--- src/rtl/inv_sbox_iter.sv ---
// -----------------------------------------------------------------------------
// inv_sbox_iter
// Multi-cycle AES inverse S-box (InvSubBytes) for one byte on the decryption
// datapath. The byte is inverse-affine transformed, mapped into the composite
// field GF((2^4)^2), inverted using GF(2^4) primitives and mapped back to GF(2^8).
// One transaction in flight, valid/ready handshake on both sides.
//
// Parameters
//   REG_ISO   1 = extra register stage after the isomorphism (adds 1 cycle)
//
// Ports
//   clk        in   clock, rising edge
//   rst_n      in   asynchronous active-low reset
//   in_valid   in   in_byte valid
//   in_ready   out  block can accept a byte (state == IDLE)
//   in_byte    in   ciphertext-side byte, AES polynomial basis
//   out_valid  out  out_byte valid
//   out_ready  in   consumer accepts out_byte
//   out_byte   out  InvSubBytes(in_byte), held until the next MIX
//   busy       out  state != IDLE
// -----------------------------------------------------------------------------
module inv_sbox_iter #(
    parameter bit REG_ISO = 1'b0
) (
    input  logic       clk,
    input  logic       rst_n,
    input  logic       in_valid,
    output logic       in_ready,
    input  logic [7:0] in_byte,
    output logic       out_valid,
    input  logic       out_ready,
    output logic [7:0] out_byte,
    output logic       busy
);

    // Composite field: GF(2^4) = GF(2)[x]/(x^4+x+1),
    // GF((2^4)^2) = GF(2^4)[y]/(y^2+y+LAMBDA). Element {h,l} = h*y + l.
    localparam logic [3:0] LAMBDA = 4'hC;

    function automatic logic [3:0] mul4(input logic [3:0] a, input logic [3:0] b);
        logic [6:0] p;
        p = '0;
        for (int i = 0; i < 4; i++)
            if (b[i]) p ^= 7'(a) << i;
        for (int i = 6; i >= 4; i--)
            if (p[i]) p ^= 7'b0010011 << (i - 4);
        return p[3:0];
    endfunction

    function automatic logic [3:0] sq4(input logic [3:0] a);
        return mul4(a, a);
    endfunction

    // a^14 == a^-1 for nonzero a; 0 maps to 0.
    function automatic logic [3:0] inv4(input logic [3:0] a);
        logic [3:0] a2, a4, a8;
        a2 = sq4(a);
        a4 = sq4(a2);
        a8 = sq4(a4);
        return mul4(mul4(a8, a4), a2);
    endfunction

    // Full composite-field multiply; only used to derive the isomorphism.
    function automatic logic [7:0] mul8c(input logic [7:0] a, input logic [7:0] b);
        logic [3:0] hh, hi, lo;
        hh = mul4(a[7:4], b[7:4]);
        hi = hh ^ mul4(a[7:4], b[3:0]) ^ mul4(a[3:0], b[7:4]);
        lo = mul4(hh, LAMBDA) ^ mul4(a[3:0], b[3:0]);
        return {hi, lo};
    endfunction

    // Apply an 8x8 GF(2) matrix stored as 8 packed columns (column i = image of bit i).
    function automatic logic [7:0] lin8(input logic [63:0] m, input logic [7:0] x);
        logic [7:0] y;
        y = '0;
        for (int i = 0; i < 8; i++)
            if (x[i]) y ^= m[i*8 +: 8];
        return y;
    endfunction

    // delta maps alpha^i to beta^i, where beta is the first composite-field root
    // of the AES polynomial x^8+x^4+x^3+x+1. Derived at elaboration from the
    // shared field definition so the forward and inverse S-box agree by construction.
    function automatic logic [63:0] build_delta();
        logic [63:0] cols, tmp;
        logic [7:0]  pw, acc, b;
        bit          found;
        cols  = '0;
        tmp   = '0;
        found = 1'b0;
        for (int c = 2; c < 256; c++) begin
            b   = 8'(c);
            pw  = 8'h01;
            acc = 8'h01;
            tmp[7:0] = pw;
            for (int i = 1; i <= 8; i++) begin
                pw = mul8c(pw, b);
                if (i < 8) tmp[i*8 +: 8] = pw;
                if (i == 1 || i == 3 || i == 4 || i == 8) acc ^= pw;
            end
            if (!found && acc == 8'h00) begin
                found = 1'b1;
                cols  = tmp;
            end
        end
        return cols;
    endfunction

    function automatic logic [63:0] build_delta_inv(input logic [63:0] m);
        logic [63:0] inv;
        logic [7:0]  y;
        inv = '0;
        for (int x = 0; x < 256; x++) begin
            y = lin8(m, 8'(x));
            for (int j = 0; j < 8; j++)
                if (y == 8'(1 << j)) inv[j*8 +: 8] = 8'(x);
        end
        return inv;
    endfunction

    localparam logic [63:0] DELTA     = build_delta();
    localparam logic [63:0] DELTA_INV = build_delta_inv(DELTA);

    // AES inverse affine: rotl1 ^ rotl3 ^ rotl6 ^ 8'h05.
    function automatic logic [7:0] inv_affine(input logic [7:0] x);
        return {x[6:0], x[7]} ^ {x[4:0], x[7:5]} ^ {x[1:0], x[7:2]} ^ 8'h05;
    endfunction

    typedef enum logic [2:0] {IDLE, ISO, ISO2, INV, MIX, HOLD} state_t;

    state_t     state_q, state_d;
    logic [7:0] byte_q, byte_d;
    logic [7:0] iso_q, iso_d;
    logic [7:0] iso2_q, iso2_d;
    logic [3:0] di_q, di_d;
    logic [7:0] out_byte_q, out_byte_d;
    logic       out_valid_q, out_valid_d;

    logic [7:0] iso_calc, mix_calc;
    logic [3:0] ah, al, norm;

    assign iso_calc = lin8(DELTA, inv_affine(byte_q));
    assign {ah, al} = REG_ISO ? iso2_q : iso_q;
    // Norm of ah*y+al: ah^2*LAMBDA + ah*al + al^2; inverse = (ah*d^-1)y + (ah^al)*d^-1.
    assign norm     = mul4(sq4(ah), LAMBDA) ^ mul4(ah, al) ^ sq4(al);
    assign mix_calc = lin8(DELTA_INV, {mul4(ah, di_q), mul4(ah ^ al, di_q)});

    always_ff @(posedge clk or negedge rst_n) begin
        if (!rst_n) begin
            state_q     <= IDLE;
            byte_q      <= '0;
            iso_q       <= '0;
            iso2_q      <= '0;
            di_q        <= '0;
            out_byte_q  <= '0;
            out_valid_q <= 1'b0;
        end else begin
            state_q     <= state_d;
            byte_q      <= byte_d;
            iso_q       <= iso_d;
            iso2_q      <= iso2_d;
            di_q        <= di_d;
            out_byte_q  <= out_byte_d;
            out_valid_q <= out_valid_d;
        end
    end

    always_comb begin
        state_d     = state_q;
        byte_d      = byte_q;
        iso_d       = iso_q;
        iso2_d      = iso2_q;
        di_d        = di_q;
        out_byte_d  = out_byte_q;
        out_valid_d = out_valid_q;
        case (state_q)
            IDLE: begin
                if (in_valid) begin
                    byte_d  = in_byte;
                    state_d = ISO;
                end
            end
            ISO: begin
                iso_d   = iso_calc;
                state_d = REG_ISO ? ISO2 : INV;
            end
            ISO2: begin
                iso2_d  = iso_q;
                state_d = INV;
            end
            INV: begin
                di_d    = inv4(norm);
                state_d = MIX;
            end
            MIX: begin
                out_byte_d  = mix_calc;
                out_valid_d = 1'b1;
                state_d     = HOLD;
            end
            HOLD: begin
                // in_ready stays low this cycle, so no accept can coincide with the handshake.
                if (out_ready) begin
                    out_valid_d = 1'b0;
                    state_d     = IDLE;
                end
            end
            default: state_d = IDLE;
        endcase
    end

    assign in_ready  = (state_q == IDLE);
    assign busy      = (state_q != IDLE);
    assign out_valid = out_valid_q;
    assign out_byte  = out_byte_q;

endmodule

--- config.mk ---
export PLATFORM = sky130hd
export DESIGN_NAME = inv_sbox_iter
export DESIGN_NICKNAME = d
export VERILOG_FILES = /design/src/rtl/inv_sbox_iter.sv
export SDC_FILE = /design/constraint.sdc
export NUM_CORES = 1
export LEC_CHECK = 0
export ABC_AREA = 1
export BUFFER_PORTS_ARGS = -buffer_cell sky130_fd_sc_hd__buf_4
export CAP_MARGIN = 5
export CORE_UTILIZATION = 30
export CTS_CLUSTER_DIAMETER = 40
export DETAILED_ROUTE_END_ITERATION = 6
export PLACE_DENSITY = 0.53
export SLEW_MARGIN = 10
export SYNTH_ARGS = -nofsm -noshare
export SYNTH_HDL_FRONTEND = slang
export SYNTH_SLANG_ARGS = --single-unit
--- constraint.sdc ---
create_clock -name clk -period 8.4 [get_ports clk]
set_input_delay 0.42 -clock clk [delete_from_list [all_inputs] [get_ports clk]]
set_output_delay 0.42 -clock clk [all_outputs]
set_load 0.01 [all_outputs]
### Word-level counts from Yosys, hierarchy flattened

Index checks and enable logic that the tools add are counted.
Widths: inputs -> output; s select.

* register bits: 32
* word-level logic and storage cells: 232
* bits of input ports: 12
* output and inout bits: 11

* multiplexer cells: 128
* reductions and logical operators: 7
* bitwise logic cells: 84
* equality and inequality tests: 7

Operators by type and width (number)
* $mux 7: 54
* $mux 4: 25
* $not 2->2: 38
* $xor 7x5->7: 10
* $xor 7x6->7: 10
* $xor 7x7->7: 10
* $mux 6: 9
* $mux 8: 5
* $mux 3: 13
* $mux 5: 5
* $mux 2: 12
* $not 4->4: 4
* $xor 8x8->8: 2
* $pmux 3 s5: 1
* $xor 4x4->4: 3
* $xor 6x7->7: 1
* $eq 3x2->1 const B: 2
* $eq 3x3->1 const B: 2
* $not 3->3: 2
* $not 6->6: 1
* $reduce_and 2->1: 3
* $not 4->5: 1
* $not 5->5: 1
* $ne 2x2->1 const B: 2
* other kinds (8): 10

### Depth between registers and ports, before layout

Gate-level depths: netlist of the first run.

* word-level depth: 121
* mapped depth: 34
* depth with buffers taken out: 33

### Least setup slack after synthesis of the first run

No wires, ideal clock.

* kind: register to register
* from: reg iso_q[7]
* to: reg di_q[1]
* setup time: 117 ps
* path buffers: 0
* data required time: 8283 ps
* setup slack: 5398 ps
* arrival: 2885 ps
* period minus slack after synthesis: 3002 ps
* cell stages (with the launch flop): 33
* path through: dfrtp_1 -> ha_1 -> inv_1 -> nand2_1 -> nand2_1 -> nand2_1 -> nand2_1 -> nand2_1 -> inv_2 -> nor2_8 -> inv_4 -> nand3_2 -> nand2_4 -> inv_4 -> nand2_2 -> nand2_2 -> ha_1 -> inv_1 -> nand2_1 -> nand2_1 -> nand2_2 -> nand2_1 -> nand2_1 -> nand3_1 -> nand2_1 -> nand2_1 -> nand2_2 -> nand2_2 -> nand2_1 -> nand2_1 -> nand3_1 -> nand3_1 -> nand2_1

* cells in the longest elaborated chain, start to end: 109
* elaborated cells on any way between the ends: 133
* classes of those cells: 86 x mux; 47 x bitwise

RTL lines
* start: declaration: RTL line 133 `logic [7:0] iso_q, iso_d;`
* start signal: assignment: RTL line 160 `iso_q <= iso_d;`
* $mux 4: RTL line 44 `if (b[i]) p ^= 7'(a) << i;`
* $xor 7x5->7: RTL line 44
* $mux 7: RTL line 44
* $xor 7x6->7: RTL line 44
* $mux 7: RTL line 44
* $xor 7x7->7: RTL line 44
* $mux 7: RTL line 44
* $not 2->2 (no line)
* (+93 left out)
* $mux 7 *: RTL line 176 `case (state_q)`
* $mux 4: RTL line 46 `if (p[i]) p ^= 7'b0010011 << (i - 4);`
* $mux 6 *: RTL line 176
* $not 2->2 (no line)
* $mux 3: RTL line 46
* $mux 5 *: RTL line 176
* $not 2->2 (no line)
* $mux 2 *: RTL line 46
* end signal: assignment: RTL line 162 `di_q <= di_d;`
* end: declaration: RTL line 135 `logic [3:0] di_q, di_d;`

Every way passes the cells marked *; elsewhere a longest branch is shown, timed or not. The select of a mux whose other input is x is not followed.
A chain may end at the register's enable or synchronous reset.

### Worst setup path after layout of the first run

Ends and elaborated chain as after synthesis.

==> results of run 1 <==
[cells in the final DEF (no fill, tap or decap), types with 4 or more instances in the layout]
cell type | Yosys | final
a21oi_1 | 4 | 4
buf_4 | 5 | 22
clkbuf_8 | 0 | 5
dfrtp_1 | 32 | 32
inv_1 | 44 | 44
inv_2 | 12 | 12
mux2_2 | 6 | 6
nand2_1 | 166 | 166
nand2_2 | 26 | 26
nand2_4 | 4 | 4
nand3_1 | 39 | 39
nand3_2 | 10 | 10
nor2_1 | 17 | 17
nor2_2 | 4 | 4
o21ai_0 | 14 | 14
o21ai_1 | 6 | 6
xnor2_1 | 32 | 32
xor2_1 | 33 | 33
[layer usage]
layer,track usage,vias to the layer above,part of all wire
met5,0,-,0
met4,0.0352,0,0.010
met3,0.0201,6,0.025
met2,0.216,39,0.46
met1,0.183,1311,0.50
li1,-,1526,-
[layout make-up]
class,instances,area (um^2),share of cell area
multi-input combinational,381,2190,0.601
sequential,32,801,0.220
inverter,59,229,0.0629
tap,136,170,0.0468
timing repair buffer,22,165,0.0454
clock buffer,5,68.8,0.0189
clock inverter,3,18.8,0.00516
[path summary, 6_finish.rpt]
kind,start,endpoint,slack (ns),depth (start not counted)
setup reg to reg,iso_q[7]$_DFFE_PN0P_,di_q[1]$_DFFE_PN0N_,4.86,31
hold / removal,rst_n,out_valid$_DFFE_PN0P_,0.06,1
max in group asynchronous,rst_n,iso_q[2]$_DFFE_PN0P_,8.03,1
min in group clk,in_byte[7],byte_q[7]$_DFFE_PN0P_,0.36,2
setup / recovery,iso_q[7]$_DFFE_PN0P_,di_q[1]$_DFFE_PN0N_,4.86,31
hold reg to reg,out_byte[1]$_DFFE_PN0P_,out_byte[1]$_DFFE_PN0P_,0.49,2
[logic make-up (layout without fill, tap and decap cells)]
family	after synthesis	count (layout)
compound gates	27	27
xor+xnor	68	68
fa+ha+maj	3	3
buf+inv	73	89
flops	32	32
mux	6	6
simple gates	277	277
[through the flow]
stage                      util  area, um^2  instances  hold slack (ns)  setup slack [ns]
after floorplan               -        3300        486            0.124              5.40
after global placement    0.338        3550        630            0.386              4.94
after detailed placement  0.338        3550        630            0.388              4.88
after CTS                 0.346        3640        638           0.0682              4.86
after global routing      0.346        3640        638           0.0874              4.36
final                     0.346        3640        638           0.0611              4.86
[flip-flops by register name (all words and copies together), names as in the netlist]
register   count
out_valid      1
di_q           4
byte_q         8
out_byte       8
state_q        3
iso_q          8
==> summary.txt, run 1 <==
Run status
  – Status: finished clean

Timing
  – Final hold vios: 0
  – Max-slew headroom: 0.491
  – RSZ-0062 raised after global routing: no
  – Setup-failing EPs final: 0
  – Fmax: roughly 280 MHz
  – Setup_tns: 0 ns
  – Worst Max-Slew Pin Slew: 0.757 ns
  – Final Critical Period: approximately 3.5 ns
  – Crit share post-route: 0.421
  – Worst Skew: approximately 0.0099 ns
  – Slew Limit Fails: 0

Route
  – DRT Pass-1 Iters: 4
  – Routed WL per cell: ~11 um
  – Antenna Violating Nets Remaining: 0
  – Drt initial violations: roughly 120
  – Drt via density: 4.52
  – Post-route DRC violation count: 0
  – Vias: 2,882
  – Total Wirelength: 6820 um

Logic synthesis
  – Netlist cell types: 34
  – Post-synth EDFFs: 0
  – Ys Warns: 0
  – Post-synth top cells: 166 x nand2_1, 44 x inv_1, 39 x nand3_1
  – Post-synth top flop: dfrtp_1
  – Post-Synth Simple-Gate Area: 0.398
  – Mux cell area share after synthesis: 0.0205
  – Cell count after synthesis: 486
  – Syn_area_per_cell: a little under 7 um^2
  – Synth Area in XOR/XNOR: 0.187
  – Most frequent cell after synthesis: nand2_1
  – Syn Std Cell Area: 3300 um^2
  – Compound-cell area share of the yosys netlist: 0.0443
  – Top cells by area, synth: dfrtp_1 24%, nand2_1 19%, xor2_1 8.8%, xnor2_1 8.5%, nand3_1 5.9%
  – Register area share after synthesis: 0.242
  – Post-Syn Nets: approximately 500
  – Synthesized-area fraction occupied by adder cells: 0.0114
  – Yosys top cell area share: 0.242
  – Cell taking the most area after synthesis: dfrtp_1
  – Largest family of logic cells by synthesized area: simple AND/OR/NAND/NOR gates
  – Fraction of registers with async set/reset: 1.00
  – Synthesized flop and latch total: 32

Placed design
  – Routability-driven placement congestion ratio: about 0.81
  – Port Buffer Count: 22
  – Detail Placement HPWL: 5370 um

Clock network
  – Worst-skew pair later-pin latency: 0.29 ns
  – Clock tree sinks: 32
  – CTS buffer count: 5
  – Cts hold-fix bufs: 0
  – Resized cells post-CTS: 0
  – Post-CTS setup buffer count: 0
  – Worst-path clk slew: 0.07 ns
  – CTS root buffer: clkbuf_8
  – Htree depth: 2
  – Clock buffer depth: 2
  – CTS tree: built

Die
  – Standard-cell rows: 37
  – Initial Utilization: 0.314
  – Core area: 10,500 um^2
  – Die Span X: around 110 um
  – Die Ht: 107 um
  – IO Count: 23
  – Die area: 11,400 um^2

Critical path
  – CP delay by family, top: simple AND/OR/NAND/NOR gates
  – Critical path buffer and inverter count: 4
  – Worst Path Required: 8.58 ns
  – Crit path DAT: 3.72 ns
  – Most frequent CP cell: nand2_1
  – Delay of the slowest cell on the worst path: about 0.64 ns
  – Slowest cell on crit path: dfrtp_1
  – CP startpoint kind: register
  – Max FO, Critical Path: 16
  – CP Class: register to register
  – Crit end category: register

Global routing
  – Largest net degree at the start of global routing: 33
  – Total GRT Usage: 0.133
  – Number of global-route vias before repair: 2,629
  – Antenna violations before repair: 0
  – GR Overflow Total: 0
  – First-pass GRT wire length: 12,200 um

Cells and area
  – Final #Nets: approximately 520
  – Share of cells above drive strength 1: 0.203
  – Ant. Diodes: 0
  – Filler instances: 1,121
  – Synth-to-Final Area Change: 10.2%

Worst hold path
  – Hold Crit Class: input port to asynchronous set/reset pin

Flow run
  – Max Cap Viol: 0
Power of run 1 is left out: the tool's default activity adds up to more than one toggle a clock period on the data nets, which glitch-free logic cannot reach.
==> inputs of run 2 (changes only) <==
==> constraint.sdc (replaced) <==
create_clock -name clk -period 3.6 [get_ports clk]
set_input_delay 0.18 -clock clk [delete_from_list [all_inputs] [get_ports clk]]
set_output_delay 0.18 -clock clk [all_outputs]
set_load 0.01 [all_outputs]
==> run 2 against run 1 <==
  * Design area increased by 6.5%
  * Worst hold slack better by 0.067 ns
  * Worst setup slack got worse by 4.6 ns
  * Critical path type unchanged
  * Critical endpoint is now di_q[3]$_DFFE_PN0N_
==> summary.txt, run 2 (synthesis gave the netlist of run 1 again) <==
Clock network
  – Worst-skew pair later-pin latency: 0.28 ns
  – Worst-path clk slew: 0.07 ns
  – Htree depth: 2
  – Clock tree sinks: 32
  – CTS root buffer: clkbuf_8
  – CTS tree: built
  – Clock buffer depth: 2
  – CTS buffer count: 5

Global routing
  – Total GRT Usage: 0.129
  – Number of global-route vias before repair: 2,799
  – First-pass GRT wire length: 12,000 um
  – Largest net degree at the start of global routing: 33
  – Grt peak-use layer: met2
  – Met3 usage: 0.0219
  – Antenna violations before repair: 0
  – Met2 Usage GRT: 0.229
  – Met1 Use GR: 0.160
  – GR Overflow Total: 0

Route
  – Antenna Violating Nets Remaining: 0
  – Total Wirelength: 7050 um
  – DRT Pass-1 Iters: 5
  – Routed WL per cell: 10.8 um
  – Drt initial violations: around 130
  – Drt via density: 4.46
  – Vias: 2,911
  – Post-route DRC violation count: 0

Critical path
  – Max FO, Critical Path: 6
  – Slowest cell on crit path: dfrtp_2
  – CP delay by family, top: simple AND/OR/NAND/NOR gates
  – Worst Path Required: 3.82 ns
  – CP Class: register to register
  – CP startpoint kind: register
  – Delay of the slowest cell on the worst path: 0.47 ns
  – Crit path DAT: ~3.5 ns
  – Most frequent CP cell: nand2_2
  – Critical path buffer and inverter count: 4
  – Crit end category: register

Timing
  – Final Critical Period: about 3.3 ns
  – Fmax: 303 MHz
  – Final hold vios: 0
  – Slew Limit Fails: 0
  – Max-slew headroom: 0.467
  – Worst Max-Slew Pin Slew: 0.794 ns
  – Setup_tns: 0 ns
  – Setup-failing EPs final: 0
  – Worst Skew: 0.00451 ns
  – Crit share post-route: 0.916
  – Setup WS post-layout: 0.304 ns

Cells and area
  – Synth-to-Final Area Change: 17.3%
  – Final instance area: between 3000 and 4000 um^2
  – Filler instances: 1,084
  – Finished Layout Cells: 653
  – Most common cell after layout, fill and taps aside: nand2_1
  – Share of cells above drive strength 1: 0.275
  – Final #Nets: 531
  – Ant. Diodes: 0
  – FF+latch area: 808 um^2
  – Multi-input combinational cell area: 2270 um^2
  – Commonest non-fill, non-tap cells in the layout: 153 x nand2_1, 43 x inv_1, 38 x nand2_2, 36 x nand3_1, 35 x buf_4

Die
  – Die area: 11,400 um^2
  – Core area: 10,500 um^2
  – Initial Utilization: 0.314
  – Die Ht: 107 um
  – Standard-cell rows: 37
  – Die Span X: 107 um
  – IO Count: 23

Placed design
  – Routability-driven placement congestion ratio: between 0.8 and 0.9
  – DP Area: 3580 um^2
  – Place WS: 0.155 ns
  – Detail Placement HPWL: 5370 um
  – Port Buffer Count: 22
  – Placed cells: ~630

Run status
  – Status: finished clean

Worst hold path
  – Hold Crit Class: input port to register

Flow run
  – Max Cap Viol: 0
## run 2: metrics by stage
step	hold WS [ns]	utilization
finish	0.128	0.369
detailed placement	0.154	0.341
floorplan	-0.116	-
global route	0.117	0.369
CTS	0.118	0.352
global placement	0.147	0.341
## run 2: per-layer routing
| metal | part of all wire | vias to the layer above | wire (um) |
|---|---|---|---|
| met4 | 0.0079 | 0 | 56 |
| met5 | 0 | - | 0 |
| met2 | 0.49 | 43 | 3480 |
| met3 | 0.023 | 6 | 165 |
| li1 | - | 1554 | - |
| met1 | 0.47 | 1308 | 3340 |
## run 2: layout make-up
class | count | area share
multi-input combinational | 381 | 0.586
sequential | 32 | 0.209
timing repair buffer | 37 | 0.0733
inverter | 59 | 0.0591
tap | 136 | 0.0439
clock buffer | 5 | 0.0178
clock inverter | 3 | 0.0110
## run 2: final timing paths
check	startpoint	end	slack, ns	depth (start not counted)
setup / recovery	iso_q[3]$_DFFE_PN0P_	di_q[3]$_DFFE_PN0N_	0.30	27
hold / removal	in_byte[0]	byte_q[0]$_DFFE_PN0P_	0.13	2
setup reg to reg	iso_q[3]$_DFFE_PN0P_	di_q[3]$_DFFE_PN0N_	0.30	27
hold reg to reg	out_byte[5]$_DFFE_PN0P_	out_byte[5]$_DFFE_PN0P_	0.50	2
max in group asynchronous	rst_n	iso_q[7]$_DFFE_PN0P_	2.89	2
min in group asynchronous	rst_n	state_q[1]$_DFFE_PN0P_	0.38	2
## run 2: what timing repair did
| item | 4_1_cts | 5_1_grt |
|---|---|---|
| buffers inserted | 0 | 10 |
| setup endpoints to repair | 0 | 4 |
| resized for setup | 0 | 29 |
| endpoints found under the hold margin | 32 | 0 |
| hold buffers | 1 | 0 |
Power of run 2 is left out for the same reason.
==> inputs of run 3 (changes only) <==
--- a/config.mk
+++ b/config.mk
@@ -11,7 +11,7 @@
 export CORE_UTILIZATION = 30
 export CTS_CLUSTER_DIAMETER = 40
 export DETAILED_ROUTE_END_ITERATION = 6
-export PLACE_DENSITY = 0.53
+export PLACE_DENSITY_LB_ADDON = 0.12
 export SLEW_MARGIN = 10
 export SYNTH_ARGS = -nofsm -noshare
 export SYNTH_HDL_FRONTEND = slang
==> constraint.sdc (replaced) <==
create_clock -name clk -period 3 [get_ports clk]
set_input_delay 0.15 -clock clk [delete_from_list [all_inputs] [get_ports clk]]
set_output_delay 0.15 -clock clk [all_outputs]
set_load 0.01 [all_outputs]
==> run 3 against run 2 <==
  * The flow now finishes with violations (negative setup slack)
  * Die area stayed put
  * Non-clock buffer count is 41 higher
  * Worst hold slack worse by 0.039 ns
  * Fmax is 4.9% higher
  * First-iteration DRC count is 29% lower
  * Largest cell class unchanged
  * Register-to-register slack worse by 0.45 ns
  * Count of clock-buffer cells in the layout is 1 higher
  * Global-route usage is 1.3 points higher
  * Sequential cell count stayed put
  * Critical path depth is 5 higher
==> summary.txt, run 3 (synthesis gave the netlist of run 1 again) <==
Run status
  – Status: finished with violations
  – Failing checks: negative setup slack

Cells and area
  – Multi-input combinational cell area: 2630 um^2
  – Ant. Diodes: 0
  – Share of cells above drive strength 1: 0.435
  – Most common cell after layout, fill and taps aside: nand2_1
  – Finished Layout Cells: 694
  – Filler instances: 1,074
  – FF+latch area: 811 um^2
  – Commonest non-fill, non-tap cells in the layout: 117 x nand2_1, 71 x buf_4, 54 x nand2_2, 36 x inv_1, 32 x xor2_1
  – Synth-to-Final Area Change: 38.6%
  – Final instance area: 4580 um^2
  – Final #Nets: 572

Die
  – Core area: 10,500 um^2
  – Initial Utilization: 0.314
  – Die Span X: 107 um
  – Die Ht: approximately 110 um
  – IO Count: 23
  – Die area: 11,400 um^2
  – Standard-cell rows: 37

Flow run
  – Max Cap Viol: 0

Global routing
  – GR Overflow Total: 0
  – First-pass GRT wire length: 13,100 um
  – Largest net degree at the start of global routing: 33
  – Met1 Use GR: 0.176
  – Grt peak-use layer: met2
  – Met2 Usage GRT: 0.259
  – Number of global-route vias before repair: around 2,900
  – Total GRT Usage: 0.142
  – Antenna violations before repair: 0
  – Met3 usage: 0.0182

Route
  – Post-route DRC violation count: 0
  – Drt initial violations: 94
  – Total Wirelength: a little over 8000 um
  – DRT Pass-1 Iters: 5
  – Routed WL per cell: roughly 12 um
  – Vias: 3,095
  – Antenna Violating Nets Remaining: 0
  – Drt via density: roughly 4.5

Placed design
  – DP Area: 3870 um^2
  – Routability-driven placement congestion ratio: 0.840
  – Placed cells: 670
  – Detail Placement HPWL: 6070 um
  – Port Buffer Count: 22

Timing
  – Worst Skew: 0.0141 ns
  – RSZ-0062 raised after global routing: yes
  – Max-slew headroom: 0.544
  – Slew Limit Fails: 0
  – Final hold vios: 0
  – Setup WS post-layout: -0.142 ns
  – Crit share post-route: 1.05
  – Final Critical Period: 3.14 ns
  – Fmax: 318 MHz
  – Worst Max-Slew Pin Slew: 0.679 ns
  – Setup_tns: -0.516 ns
  – Setup-failing EPs final: 4
  – Hold slack: 0.0890 ns

Critical path
  – Most frequent CP cell: nand2_2
  – Max FO, Critical Path: 6
  – Critical path buffer and inverter count: 6
  – Worst Path Required: 3.22 ns
  – CP delay by family, top: simple AND/OR/NAND/NOR gates
  – Slowest cell on crit path: dfrtp_2
  – Crit end category: register
  – CP Class: register to register
  – Crit path DAT: 3.36 ns
  – Delay of the slowest cell on the worst path: 0.48 ns
  – CP startpoint kind: register

Worst hold path
  – Hold Crit Class: input port to register

Clock network
  – CTS buffer count: 5
  – Worst-path clk slew: 0.07 ns
  – Clock tree sinks: 32
  – Clock buffer depth: 2
  – CTS tree: built
  – Htree depth: 2
  – CTS root buffer: clkbuf_8
  – Worst-skew pair later-pin latency: slightly below 0.3 ns
==> run 3: cell count changes in the layout (fill, tap and decap cells not counted), moves of 7 or more <==
cell / previous run / this run
nand2_4: 5 / 25
nand2_1: 153 / 117
nand3_1: 36 / 26
nand2_2: 38 / 54
buf_4: 35 / 71
inv_1: 43 / 36
nand3_4: 0 / 9
==> run 3: final timing paths <==
| check | startpoint | endpoint | slack (ns) | cells past startpoint |
|---|---|---|---|---|
| worst max-delay path | iso_q[3]$_DFFE_PN0P_ | di_q[0]$_DFFE_PN0N_ | -0.14 | 32 |
| worst min-delay path | in_byte[0] | byte_q[0]$_DFFE_PN0P_ | 0.09 | 2 |
| worst max register to register | iso_q[3]$_DFFE_PN0P_ | di_q[0]$_DFFE_PN0N_ | -0.14 | 32 |
| worst min register to register | out_byte[6]$_DFFE_PN0P_ | out_byte[6]$_DFFE_PN0P_ | 0.50 | 2 |
| max in group asynchronous | rst_n | iso_q[7]$_DFFE_PN0P_ | 2.33 | 2 |
| min in group asynchronous | rst_n | byte_q[0]$_DFFE_PN0P_ | 0.33 | 2 |
==> run 3: what timing repair did <==
action	CTS	global route
pin swaps	42	40
setup buffers	7	8
endpoints found under the setup margin	4	4
hold buffers	1	0
gates cloned	0	0
resized for setup	63	70
endpoints found under the hold margin	32	0
==> run 3: final cells by class <==
class	instances	share of cell area
well taps	136	0.0372
inverters	59	0.0517
clock inverters	2	0.00765
clock buffers	6	0.0159
repair buffers	78	0.136
multi-input cells	381	0.574
flip-flops and latches	32	0.177
==> run 3: stage by stage <==
step	worst slack [ns]	util
floorplan	0.0127	-
global placement	-0.204	0.368
detailed placement	-0.270	0.368
CTS	-0.171	0.404
global route	-0.351	0.436
finish	-0.142	0.436
==> run 3: routing by layer <==
layer | vias up | wire length (um)
met2 | 29 | 4190
met5 | - | 0
li1 | 1634 | -
met3 | 9 | 136
met1 | 1423 | 3710
met4 | 0 | 101
Power of run 3 is left out for the same reason.
